**config.mk**
```make
export PLATFORM = sky130hd
export DESIGN_NAME = bram_copy_engine_flat
export DESIGN_NICKNAME = d
export VERILOG_FILES = /design/src/rtl/bram_copy_engine_if.sv /design/src/rtl/bram_copy_engine.sv /design/src/flat_wrapper.sv
export SDC_FILE = /design/constraint.sdc
export NUM_CORES = 1
export LEC_CHECK = 0
export BUFFER_PORTS_ARGS = -buffer_cell sky130_fd_sc_hd__buf_2
export CAP_MARGIN = 0
export CORE_AREA = 4 4 105 107
export DETAILED_ROUTE_END_ITERATION = 6
export DIE_AREA = 0 0 109 111
export HOLD_SLACK_MARGIN = 0.08
export PLACE_DENSITY = 0.72
export SLEW_MARGIN = 25
export SYNTH_ARGS = -nofsm -noshare
export SYNTH_HDL_FRONTEND = slang
export SYNTH_SLANG_ARGS = --single-unit
```
**constraint.sdc**
```tcl
create_clock -name clk -period 3.4 [get_ports clk]
set_clock_uncertainty 0.1 [all_clocks]
set_input_delay 0.68 -clock clk [delete_from_list [all_inputs] [get_ports clk]]
set_output_delay 0.68 -clock clk [all_outputs]
set_load 0.03 [all_outputs]
```
**src/rtl/bram_copy_engine_if.sv**
```systemverilog
// Command and BRAM-port bundle for bram_copy_engine.
// The engine takes the master modport: it is the BRAM's only master and the host's command target.
interface bram_copy_engine_if #(
  parameter int ADDR_WIDTH = 10,
  parameter int DATA_WIDTH = 8
);
  logic                  start;
  logic                  mode;
  logic [ADDR_WIDTH-1:0] src_addr;
  logic [ADDR_WIDTH-1:0] dst_addr;
  logic [ADDR_WIDTH:0]   length;
  logic [DATA_WIDTH-1:0] fill_value;
  logic                  busy;
  logic                  done;
  logic [ADDR_WIDTH-1:0] mem_addr_a;
  logic                  mem_we_a;
  logic [DATA_WIDTH-1:0] mem_din_a;
  logic [DATA_WIDTH-1:0] mem_dout_a;
  logic [ADDR_WIDTH-1:0] mem_addr_b;
  logic                  mem_we_b;
  logic [DATA_WIDTH-1:0] mem_din_b;

  modport master (
    input  start, mode, src_addr, dst_addr, length, fill_value, mem_dout_a,
    output busy, done, mem_addr_a, mem_we_a, mem_din_a, mem_addr_b, mem_we_b, mem_din_b
  );

  modport slave (
    output start, mode, src_addr, dst_addr, length, fill_value, mem_dout_a,
    input  busy, done, mem_addr_a, mem_we_a, mem_din_a, mem_addr_b, mem_we_b, mem_din_b
  );
endinterface

```
**src/rtl/bram_copy_engine.sv**
```systemverilog
// Block copy / block fill sequencer driving both ports of a read-first dual-port BRAM.
// Copy reads on port A and writes on port B one cycle behind; fill writes a constant on port B.
module bram_copy_engine #(
  parameter int ADDR_WIDTH = 10,
  parameter int DATA_WIDTH = 8
) (
  input logic                 clk,
  input logic                 reset,
  bram_copy_engine_if.master  bus
);
  localparam logic [2:0] IDLE  = 3'd0;
  localparam logic [2:0] COPY  = 3'd1;
  localparam logic [2:0] DRAIN = 3'd2;
  localparam logic [2:0] FILL  = 3'd3;
  localparam logic [2:0] DONE  = 3'd4;

  localparam logic [ADDR_WIDTH-1:0] ADDR_ONE = {{(ADDR_WIDTH-1){1'b0}}, 1'b1};
  localparam logic [ADDR_WIDTH:0]   CNT_ONE  = {{ADDR_WIDTH{1'b0}}, 1'b1};

  logic [2:0]            state;
  logic [ADDR_WIDTH-1:0] src_q;
  logic [ADDR_WIDTH-1:0] dst_q;
  logic [ADDR_WIDTH:0]   len_q;
  logic [ADDR_WIDTH:0]   cnt;       // words issued so far, including the one on the bus now
  logic [DATA_WIDTH-1:0] fill_q;
  logic                  busy_q;
  logic                  done_q;
  logic                  we_b_q;
  logic                  pass_dout;
  logic [ADDR_WIDTH-1:0] addr_a_q;
  logic [ADDR_WIDTH-1:0] addr_b_q;
  logic [ADDR_WIDTH-1:0] cnt_lo;

  assign cnt_lo = cnt[ADDR_WIDTH-1:0];

  // NOTE: all state below updates with non-blocking assignments so every branch sees
  // pre-edge values; blocking here would make cnt/address updates order-dependent.
  always_ff @(posedge clk) begin
    if (reset) begin
      state     <= IDLE;
      src_q     <= '0;
      dst_q     <= '0;
      len_q     <= '0;
      cnt       <= '0;
      fill_q    <= '0;
      busy_q    <= 1'b0;
      done_q    <= 1'b0;
      we_b_q    <= 1'b0;
      pass_dout <= 1'b0;
      addr_a_q  <= '0;
      addr_b_q  <= '0;
    end else begin
      case (state)
        IDLE: begin
          if (bus.start) begin
            src_q  <= bus.src_addr;
            dst_q  <= bus.dst_addr;
            len_q  <= bus.length;
            busy_q <= 1'b1;
            if (bus.length == '0) begin
              done_q <= 1'b1;
              state  <= DONE;
            end else if (!bus.mode) begin
              addr_a_q <= bus.src_addr;
              cnt      <= CNT_ONE;
              state    <= COPY;
            end else begin
              fill_q   <= bus.fill_value;
              addr_b_q <= bus.dst_addr;
              we_b_q   <= 1'b1;
              cnt      <= CNT_ONE;
              state    <= FILL;
            end
          end
        end
        COPY: begin
          // The word read last cycle is on mem_dout_a now; write it next cycle.
          we_b_q    <= 1'b1;
          pass_dout <= 1'b1;
          addr_b_q  <= dst_q + (cnt_lo - ADDR_ONE);
          if (cnt == len_q) begin
            state <= DRAIN;
          end else begin
            addr_a_q <= src_q + cnt_lo;
            cnt      <= cnt + CNT_ONE;
          end
        end
        DRAIN: begin
          we_b_q    <= 1'b0;
          pass_dout <= 1'b0;
          done_q    <= 1'b1;
          state     <= DONE;
        end
        FILL: begin
          if (cnt == len_q) begin
            we_b_q <= 1'b0;
            done_q <= 1'b1;
            state  <= DONE;
          end else begin
            addr_b_q <= dst_q + cnt_lo;
            cnt      <= cnt + CNT_ONE;
          end
        end
        DONE: begin
          done_q <= 1'b0;
          busy_q <= 1'b0;
          state  <= IDLE;
        end
        default: state <= IDLE;
      endcase
    end
  end

  // Copy data comes straight from the BRAM output register so each write lands
  // exactly one cycle behind its read; otherwise the captured fill word is driven.
  assign bus.mem_din_b  = pass_dout ? bus.mem_dout_a : fill_q;
  assign bus.mem_we_b   = we_b_q;
  assign bus.mem_addr_b = addr_b_q;
  assign bus.mem_addr_a = addr_a_q;
  assign bus.mem_we_a   = 1'b0;
  assign bus.mem_din_a  = '0;
  assign bus.busy       = busy_q;
  assign bus.done       = done_q;
endmodule

```
**src/flat_wrapper.sv**
```systemverilog
// flat-port wrapper written by rule: the top's interface ports become plain ports
module bram_copy_engine_flat 
#(
  parameter int ADDR_WIDTH = 10,
  parameter int DATA_WIDTH = 8
)
  (clk, reset, bus_start, bus_mode, bus_src_addr, bus_dst_addr, bus_length, bus_fill_value, bus_mem_dout_a, bus_busy, bus_done, bus_mem_addr_a, bus_mem_we_a, bus_mem_din_a, bus_mem_addr_b, bus_mem_we_b, bus_mem_din_b);
  bram_copy_engine_if #(.ADDR_WIDTH(ADDR_WIDTH), .DATA_WIDTH(DATA_WIDTH)) bus_i ();
  input logic clk;
  input logic reset;
  input wire logic [$bits(bus_i.start)-1:0] bus_start;
  input wire logic [$bits(bus_i.mode)-1:0] bus_mode;
  input wire logic [$bits(bus_i.src_addr)-1:0] bus_src_addr;
  input wire logic [$bits(bus_i.dst_addr)-1:0] bus_dst_addr;
  input wire logic [$bits(bus_i.length)-1:0] bus_length;
  input wire logic [$bits(bus_i.fill_value)-1:0] bus_fill_value;
  input wire logic [$bits(bus_i.mem_dout_a)-1:0] bus_mem_dout_a;
  output wire logic [$bits(bus_i.busy)-1:0] bus_busy;
  output wire logic [$bits(bus_i.done)-1:0] bus_done;
  output wire logic [$bits(bus_i.mem_addr_a)-1:0] bus_mem_addr_a;
  output wire logic [$bits(bus_i.mem_we_a)-1:0] bus_mem_we_a;
  output wire logic [$bits(bus_i.mem_din_a)-1:0] bus_mem_din_a;
  output wire logic [$bits(bus_i.mem_addr_b)-1:0] bus_mem_addr_b;
  output wire logic [$bits(bus_i.mem_we_b)-1:0] bus_mem_we_b;
  output wire logic [$bits(bus_i.mem_din_b)-1:0] bus_mem_din_b;
  assign bus_i.start = bus_start;
  assign bus_i.mode = bus_mode;
  assign bus_i.src_addr = bus_src_addr;
  assign bus_i.dst_addr = bus_dst_addr;
  assign bus_i.length = bus_length;
  assign bus_i.fill_value = bus_fill_value;
  assign bus_i.mem_dout_a = bus_mem_dout_a;
  assign bus_busy = bus_i.busy;
  assign bus_done = bus_i.done;
  assign bus_mem_addr_a = bus_i.mem_addr_a;
  assign bus_mem_we_a = bus_i.mem_we_a;
  assign bus_mem_din_a = bus_i.mem_din_a;
  assign bus_mem_addr_b = bus_i.mem_addr_b;
  assign bus_mem_we_b = bus_i.mem_we_b;
  assign bus_mem_din_b = bus_i.mem_din_b;
  bram_copy_engine #(.ADDR_WIDTH(ADDR_WIDTH), .DATA_WIDTH(DATA_WIDTH)) u_core (.clk(clk), .reset(reset), .bus(bus_i));
endmodule
```
==> flow_summary.json, run 1 <==
{
  "start_kind": "register",
  "leakagePower_nw": 2.45,
  "synth-simple-area-share_pct": 19.8,
  "synth-compound-area-share_pct": 22.1,
  "drive_gt1_share_pct": 18.1,
  "dieHeight_um": 111,
  "stdcell_count": 834,
  "syn_inst": 625,
  "synth-seq-cells": 77,
  "coreArea_mm2": 0.0101,
  "synth_fa_ha_area_share_pct": 10.3,
  "wl_per_cell_um": 15.2,
  "tightest_slew_ps": 853,
  "synth_area_leaders": "dfxtp_1, ha_1, nand2_1",
  "setup_violations": 0,
  "antenna_found_initial": 0,
  "max_slew_margin_pct": 43.1,
  "synth_flop_cell": "dfxtp_1",
  "post-synth-top-area-cell": "dfxtp_1",
  "cts-resized-gates": 0,
  "vias": 4616,
  "ys_top_cells_by_count": "nand2_1, dfxtp_1, a21oi_1",
  "n_fill_cell": 970,
  "dp_cells": 818,
  "peakVddDrop_v": 0.000437,
  "numCtsBuffers": 9,
  "yosys-mux-area-fraction_pct": 3.83,
  "syn_to_final_growth_pct": 13.6,
  "drt_pre_antenna_iters": 4,
  "place.gp.congestion": 0.909,
  "initial_utilization_pct": 49.0,
  "avgSynthCellArea_um2": 7.95,
  "crit_required_ps": 3560,
  "slew_violations": 0,
  "drt_wl_total_um": 12600,
  "powerDensity_mw_per_mm2": 743,
  "io_buffers": 81,
  "diodes": 0,
  "tns_ps": 0,
  "cts_buffer_depth": 2,
  "antenna_left": 0,
  "cp_max_fo": 8,
  "end_kind": "register",
  "cts_setup_buffers": 0,
  "min_period_ps": 2890,
  "drtIter0Drc": 221,
  "status": "finished, final reports clean",
  "cts.clk_slew.worst_paths_ps": 80,
  "synth_edf_count": 0,
  "hold_class": "register to register",
  "cts_tree": "built",
  "async_reset_ff_share_pct": 0,
  "crit_arrival_ps": 3040,
  "finish.utilization_pct": 55.7,
  "insertion_delay_ps": 370,
  "fin_crit_sh_pct": 84.9,
  "final_cell_area_mm2": 0.00565,
  "fin_nets": 783,
  "vias_per_cell": 5.53,
  "die_w_um": 109,
  "route.detailed.drc": 0,
  "synth_most_common_cell": "nand2_1",
  "syn-cell-area_mm2": 0.00497,
  "seq_area_mm2": 0.00154,
  "synth_top_area_share_pct": 31.0,
  "fmax_ghz": 0.346,
  "cts-htree-levels": 3,
  "num_rows": 37,
  "hold_slack_ps": 365,
  "dpl.hpwl_um": 9690,
  "rsz0062_at_grt": "no",
  "synth_xor_area_share_pct": 5.29,
  "grt_start_max_net_pins": 38,
  "synth_seq_area_share_pct": 31.0,
  "crit_type": "register to register",
  "grt_pass1_vias": 4595,
  "yosys.cell_types.count": 64,
  "gr-total-overflow": 0,
  "hold_buffers": 0,
  "pin_count": 91,
  "grt_pass1_wl_um": 21400,
  "placed_cell_area_mm2": 0.00542,
  "gr-usage-all-layers_pct": 21.7,
  "die-area_mm2": 0.0121,
  "synth_top_family_by_area": "compound AO/OA/AOI/OAI gates",
  "timing_hold_violations_final": 0,
  "cts-root-buf": "clkbuf_8",
  "ys.warnings.count": 0,
  "numClockSinks": 77,
  "max_cap_violations": 0,
  "multi_input_area_mm2": 0.00308
}
[metrics by stage]
| step | total power, W | setup WS (ps) |
|---|---|---|
| after floorplan | 0.00293 | 771 |
| after global placement | 0.00338 | 636 |
| after detailed placement | 0.00343 | 561 |
| after CTS | 0.00422 | 533 |
| after global routing | 0.00451 | 269 |
| final | 0.00419 | 513 |
[layer usage]
metal / vias up / part of all wire, % / global-route usage, %
met2: 127 / 47 / 35.5
met3: 29 / 6.2 / 4.89
met4: 0 / 2.4 / 7.58
met1: 2161 / 44 / 27.8
li1: 2299 / - / -
met5: - / 0 / 0
[critical path: stages, from the launching register on]
cell and delay [ps]:
dfxtp_1 530, inv_1 140, ha_1 350, inv_1 70, ha_1 160, inv_1 60, fa_1 400, nor2b_1 170
o31a_1 190, o21a_1 140, or4_1 110, nand3_1 70, o41ai_1 290
[sequential cells by signal, indices dropped and copies added (netlist names)]
register,cells
u_core.state,3
u_core.bus.mem_addr_a,10
u_core.dst_q,10
u_core.bus.done,1
u_core.bus.mem_we_b,1
u_core.bus.mem_addr_b,10
u_core.cnt,11
u_core.pass_dout,1
u_core.bus.busy,1
u_core.len_q,11
u_core.fill_q,8
u_core.src_q,10
[path summary, 6_finish.rpt]
| path | start | to | slack, ps | cells past startpoint |
|---|---|---|---|---|
| min reg2reg | u_core.bus.mem_addr_b[3]$_SDFFE_PP0P_ | u_core.bus.mem_addr_b[3]$_SDFFE_PP0P_ | 370 | 2 |
| max | u_core.cnt[1]$_SDFFE_PP0P_ | u_core.bus.mem_addr_b[7]$_SDFFE_PP0P_ | 510 | 12 |
| min | u_core.bus.mem_addr_b[3]$_SDFFE_PP0P_ | u_core.bus.mem_addr_b[3]$_SDFFE_PP0P_ | 370 | 2 |
| max reg2reg | u_core.cnt[1]$_SDFFE_PP0P_ | u_core.bus.mem_addr_b[7]$_SDFFE_PP0P_ | 510 | 12 |
[report_power, final]
| part | switching, W | internal, W |
|---|---|---|
| sequential | 0.000208 | 0.00112 |
| clock | 0.000360 | 0.000415 |
| combinational | 0.00133 | 0.000758 |
[cell type report]
class | count | area share (%)
Tap cell | 136 | 3.01
Inverter | 42 | 2.79
Multi-Input combinational cell | 473 | 54.6
Clock buffer | 9 | 2.19
Sequential cell | 77 | 27.3
Timing Repair Buffer | 90 | 8.38
Clock inverter | 7 | 1.73
[cells in the final DEF, fill, tap and decap left out, drive strengths merged, types with 6 or more instances in the layout]
cell type  count
nor3          16
nor4           6
nor2          49
nand3          7
a211oi        16
mux2i         10
or3           10
ha            36
nand2b         8
inv           43
mux2           8
dfxtp         77
clkbuf         9
nand2         94
xnor2         13
conb           9
a311oi         7
buf           90
o21ai         22
xor2          17
a21oi         65
o21a           7
[kinds of logic (layout without fill, tap and decap cells)]
logic type	count (synthesis)	after routing
AND/OR/NAND/NOR	213	213
AO/OA/AOI/OAI	164	164
buffers and inverters	83	148
flip-flops	77	77
adder cells (fa/ha/maj)	39	39
XOR/XNOR	30	30
multiplexers	18	18
other	1	9
Power figures use the tool's default switching activity.
==> inputs of run 2 (changes only) <==
Settings changed: ABC_AREA set to 1, CORE_AREA 4 4 105 107 to 4 4 112 114, DIE_AREA 0 0 109 111 to 0 0 116 118, PLACE_DENSITY 0.72 to 0.73.
Clock period 3.4 ns to 2.5 ns, I/O delays scaled along.
==> run 2 against run 1 <==
  * Utilization increased by 0.45 points
  * Hold slack got worse by 41 ps
  * Register-to-register slack worse by 340 ps
  * Routed wire length rose by 18%
  * Design area increased by 14%
  * Critical path depth grew 3
  * First-iteration DRC count up 59%
  * Non-clock buffer count grew 7
  * Final cell count rose by 24%
  * Synthesized area up 13%
  * Combinational power increased by 110%
  * Sequential power grew 39%
  * Critical path type unchanged
  * Critical endpoint is now u_core.bus.mem_addr_b[9]$_SDFFE_PP0P_
  * Highest routed layer unchanged
==> flow_summary.json, run 2 <==
{
  "dpl.hpwl_um": 11300,
  "ys.warnings.count": 0,
  "post-synth-top-area-cell": "dfxtp_1",
  "numClockSinks": 77,
  "dp_slack_ps": 117,
  "min_path_cells": 3,
  "status": "finished, final reports clean",
  "rrSetupSlack_ps": 180,
  "cts-root-buf": "clkbuf_16",
  "cts.clk_slew.worst_paths_ps": 60,
  "whs_endpoint": "u_core.fill_q[6]$_SDFFE_PP0P_",
  "hold_class": "primary input to register",
  "setup_slack_ps": 178,
  "max_slew_margin_pct": 60.8,
  "cts-htree-levels": 3,
  "hold_buffers": 0,
  "start_kind": "register",
  "timing_hold_violations_final": 0,
  "final_common_cell": "nand2_1",
  "yosys.cell_types.count": 52,
  "rr_endpoint": "u_core.bus.mem_addr_b[9]$_SDFFE_PP0P_",
  "seq_area_mm2": 0.00154,
  "finish.utilization_pct": 56.1,
  "grt_pass1_vias": 5233,
  "gr-total-overflow": 0,
  "syn-cell-area_mm2": 0.00562,
  "coreArea_mm2": 0.0114,
  "dieHeight_um": 118,
  "drive_gt1_share_pct": 22.2,
  "synth-seq-cells": 77,
  "cts_buffer_depth": 2,
  "end_kind": "register",
  "num_rows": 39,
  "stdcell_count": 1034,
  "vias_per_cell": 5.26,
  "synth_edf_count": 0,
  "async_reset_ff_share_pct": 0,
  "grt_pass1_wl_um": 25100,
  "syn_inst": 811,
  "pin_count": 91,
  "hold_start": "bus_fill_value[6]",
  "final_cell_mix": "nand2_1, inv_1, buf_2, dfxtp_1, a21oi_1",
  "cp_max_fo": 7,
  "die_w_um": 116,
  "cts_tree": "built",
  "drt_wl_total_um": 14900,
  "crit_required_ps": 2640,
  "gr-usage-all-layers_pct": 22.4,
  "syn_to_final_growth_pct": 14.1,
  "synth_most_common_cell": "nand2_1",
  "ff2ff_path_depth": 15,
  "avgSynthCellArea_um2": 6.93,
  "drtIter0Drc": 351,
  "setup_violations": 0,
  "synth_flop_cell": "dfxtp_1",
  "n_fill_cell": 1142,
  "tightest_slew_ps": 582,
  "diodes": 0,
  "peakVddDrop_v": 0.000903,
  "route.detailed.drc": 0,
  "synth_area_leaders": "dfxtp_1, nand2_1, ha_1",
  "max_cap_violations": 0,
  "ys_top_cells_by_count": "nand2_1, inv_1, dfxtp_1",
  "antenna_left": 0,
  "crit_type": "register to register",
  "vias": 5441,
  "dp_cells": 1018,
  "fmax_ghz": 0.431,
  "fin_crit_sh_pct": 92.9,
  "top_regs": "u_core.cnt: 11 flops, u_core.len_q: 11 flops",
  "die-area_mm2": 0.0137,
  "multi_input_area_mm2": 0.00345,
  "grt_start_max_net_pins": 47,
  "crit_arrival_ps": 2470,
  "numCtsBuffers": 9,
  "place.gp.congestion": 0.931,
  "drt_pre_antenna_iters": 5,
  "insertion_delay_ps": 340,
  "r2r-start": "u_core.dst_q[2]$_SDFFE_PP0P_",
  "initial_utilization_pct": 49.2,
  "tns_ps": 0,
  "fin_nets": 977,
  "io_buffers": 81,
  "slew_violations": 0,
  "powerDensity_mw_per_mm2": 1150,
  "synth_seq_area_share_pct": 27.4,
  "leakagePower_nw": 3.13,
  "wl_per_cell_um": 14.4,
  "min_period_ps": 2320,
  "synth_top_area_share_pct": 27.4,
  "antenna_found_initial": 0
}
==> run 2: stage by stage <==
step / cell area [µm²] / hold slack (ps) / power, W
after floorplan: 5650 / 324 / 0.00521
after global placement: 6100 / 338 / 0.00600
after detailed placement: 6100 / 342 / 0.00603
after CTS: 6360 / 320 / 0.00727
after global routing: 6410 / 335 / 0.00797
final: 6410 / 324 / 0.00736
==> run 2: layout make-up <==
class | count | share of cell area [%]
clock inverter | 4 | 0.390
clock buffer | 11 | 3.79
timing repair buffer | 97 | 8.59
inverter | 109 | 6.50
sequential | 77 | 24.1
multi-input combinational | 593 | 53.9
tap | 143 | 2.79
==> run 2: kinds of logic (layout without fill, tap and decap cells) <==
kind of cell    after synthesis  count (layout)  synth area share [%]
flops                        77              77                  27.4
fa+ha+maj                    39              39                  9.08
xor+xnor                     16              16                  2.76
compound gates              143             143                  14.4
other cells                   1               9                0.0667
buf+inv                     149             221                  12.3
simple gates                386             386                  33.9
==> run 2: power breakdown <==
part           internal, W  leakage [nW]  switching (W)
logic              0.00140          2.37        0.00289
clock network     0.000691         0.127       0.000522
registers          0.00160         0.633       0.000252
==> run 2: worst max-delay path by stage <==
stage,depth (start not counted),slack [ps],start,end
3_3_place_gp,18,180,u_core.cnt[1]$_SDFFE_PP0P_,u_core.bus.mem_addr_b[9]$_SDFFE_PP0P_
3_5_place_dp,18,120,u_core.cnt[1]$_SDFFE_PP0P_,u_core.bus.mem_addr_b[9]$_SDFFE_PP0P_
5_1_grt,18,-30,u_core.dst_q[1]$_SDFFE_PP0P_,u_core.bus.mem_addr_b[9]$_SDFFE_PP0P_
6_report,15,180,u_core.dst_q[2]$_SDFFE_PP0P_,u_core.bus.mem_addr_b[9]$_SDFFE_PP0P_
4_1_cts,18,110,u_core.cnt[1]$_SDFFE_PP0P_,u_core.bus.mem_addr_b[9]$_SDFFE_PP0P_
2_1_floorplan,18,60,u_core.cnt[1]$_SDFFE_PP0P_,u_core.bus.mem_addr_b[9]$_SDFFE_PP0P_
==> run 2: timing repair <==
item,in CTS,in global routing
setup endpoints to repair,0,4
resized for setup,0,11
buffers inserted,0,1
==> run 2: worst max-delay path, cell delays in order, from the launching register on <==
cell and delay [ps]:
dfxtp_1 370, inv_1 90, ha_1 390, fa_1 470, inv_2 90, nand3_1 80, nand2_2 90, nand2_1 60
nand2_1 80, nand2_1 60, nand3_1 60, nand2_1 50, inv_1 40, nand2_1 60, nor2_2 100, nor2_1 40
==> run 2: layer usage <==
metal | GRT usage, % | vias up | wire, µm
met5 | 0 | - | 0
met4 | 7.90 | 0 | 371
met3 | 4.73 | 34 | 885
met2 | 36.5 | 174 | 6920
met1 | 29.1 | 2466 | 6750
li1 | - | 2767 | -
==> inputs of run 3 (changes only) <==
Settings changed: CORE_AREA 4 4 112 114 to 4 4 124 126, DIE_AREA 0 0 116 118 to 0 0 128 130, PLACE_DENSITY 0.73 to not set.
==> run 3 against run 2 <==
  * Global-route usage down 3.7 points
  * Utilization is 11 points lower
  * Count of clock-buffer cells in the layout grew 1
  * Combinational power is 1% lower
  * Clock power is 11% higher
  * Routed wire length rose by 4.4%
  * Critical endpoint unchanged
==> flow_summary.json, run 3 (synthesis gave the netlist of run 2 again) <==
{
  "status": "finished, final reports clean",
  "wl_per_cell_um": 14.5,
  "vias_per_cell": 4.95,
  "numCtsBuffers": 9,
  "route.detailed.drc": 0,
  "slew_violations": 0,
  "startpoint": "u_core.cnt[1]$_SDFFE_PP0P_",
  "grt_pass1_wl_um": 24900,
  "peakVddDrop_v": 0.000794,
  "vias": 5335,
  "max_slew_margin_pct": 61.8,
  "p_total_w": 0.00742,
  "gr-usage-all-layers_pct": 18.7,
  "drt_pre_antenna_iters": 5,
  "fmax_ghz": 0.425,
  "finish.utilization_pct": 45.1,
  "crit_required_ps": 2650,
  "drtIter0Drc": 335,
  "io_buffers": 81,
  "numClockSinks": 77,
  "grt_start_max_net_pins": 47,
  "final_common_cell": "nand2_1",
  "hold_start": "bus_fill_value[6]",
  "drt_wl_total_um": 15600,
  "placed_cell_area_mm2": 0.00615,
  "grt_pass1_vias": 4999,
  "initial_utilization_pct": 39.3,
  "hold_class": "primary input to register",
  "tightest_slew_ps": 572,
  "fin_crit_sh_pct": 94.2,
  "die-area_mm2": 0.0166,
  "final_cell_area_mm2": 0.00646,
  "end_kind": "register",
  "cp_max_fo": 4,
  "num_rows": 44,
  "gr-total-overflow": 0,
  "n_fill_cell": 1543,
  "cts_setup_buffers": 0,
  "hold_buffers": 0,
  "dieHeight_um": 130,
  "coreArea_mm2": 0.0143,
  "syn_to_final_growth_pct": 15.0,
  "setup_violations": 0,
  "cts.clk_slew.worst_paths_ps": 60,
  "cts-htree-levels": 3,
  "dpl.hpwl_um": 11800,
  "powerDensity_mw_per_mm2": 1150,
  "r2r-start": "u_core.cnt[1]$_SDFFE_PP0P_",
  "start_kind": "register",
  "cts_tree": "built",
  "final_cell_mix": "nand2_1, inv_1, buf_2, dfxtp_1, a21oi_1",
  "drive_gt1_share_pct": 22.3,
  "timing_hold_violations_final": 0,
  "antenna_found_initial": 0,
  "antenna_left": 0,
  "crit_arrival_ps": 2500,
  "place.gp.congestion": 0.888,
  "pin_count": 91,
  "rsz0062_at_grt": "no",
  "leakagePower_nw": 3.14,
  "diodes": 0,
  "top_regs": "u_core.cnt: 11 flops, u_core.len_q: 11 flops",
  "cts_buffer_depth": 2,
  "max_cap_violations": 0,
  "insertion_delay_ps": 350,
  "min_period_ps": 2350,
  "crit_type": "register to register",
  "die_w_um": 128,
  "cts-root-buf": "clkbuf_16",
  "fin_nets": 978,
  "tns_ps": 0
}
run 3: cell count changes in the layout (fill, tap and decap cells not counted):
| cell | previous run | this run |
|---|---|---|
| ha_2 | 1 | 2 |
| inv_2 | 10 | 11 |
| buf_4 | 14 | 16 |
| ha_1 | 33 | 34 |
| bufinv_16 | 0 | 1 |
| buf_12 | 2 | 1 |
| ha_4 | 2 | 0 |
| inv_1 | 96 | 95 |
| clkbuf_1 | 1 | 2 |
| clkinvlp_4 | 2 | 1 |
run 3: area by class of cell:
class / count / area [µm²] / share of cell area (%)
Clock buffer: 12 / 246 / 3.82
Clock inverter: 4 / 47.5 / 0.736
Inverter: 109 / 417 / 6.45
Multi-Input combinational cell: 593 / 3430 / 53.1
Sequential cell: 77 / 1540 / 23.9
Tap cell: 184 / 230 / 3.56
Timing Repair Buffer: 98 / 546 / 8.44
run 3: worst paths after layout:
path                                      endpoint  slack (ps)  depth (start not counted)
min reg2reg           u_core.bus.done$_SDFFE_PP0P_         340                          2
min                  u_core.fill_q[6]$_SDFFE_PP0P_         320                          3
max reg2reg  u_core.bus.mem_addr_b[9]$_SDFFE_PP0P_         150                         18
max          u_core.bus.mem_addr_b[9]$_SDFFE_PP0P_         150                         18
run 3: stage by stage:
stage                     cells  worst slack (ps)  hold slack (ps)
after floorplan             819              59.2              324
after global placement     1061               153              340
after detailed placement   1061              74.0              345
after CTS                  1077              71.6              306
after global routing       1077              1.97              322
final                      1077               145              323
run 3: repair_timing:
item,CTS,global route
resized for setup,0,10
setup endpoints to repair,0,3
endpoints found under the hold margin,0,0
run 3: worst max-delay path, cell delays in order, from the launching register on:
cell	delay [ps]
dfxtp_1	320
inv_1	70
ha_1	320
inv_2	70
ha_2	180
inv_1	50
fa_1	370
inv_2	90
nand3_1	80
nand2_2	100
nand2_1	60
nand2_1	70
nand2_1	40
nand3_1	60
nand2_1	60
inv_1	50
nand2_1	50
nor2_2	80
nor2_1	40
run 3: routing by layer:
layer / wire length (µm) / global-route usage (%) / vias up
met2: 7330 / 31.5 / 135
met1: 7240 / 24.1 / 2422
li1: - / - / 2764
met3: 807 / 4.42 / 14
met5: 0 / 0 / -
met4: 200 / 5.12 / 0
run 3: power breakdown:
group,switching [W],total (W),internal (W)
clock network,0.000538,0.00134,0.000798
registers,0.000250,0.00185,0.00160
logic,0.00288,0.00423,0.00136
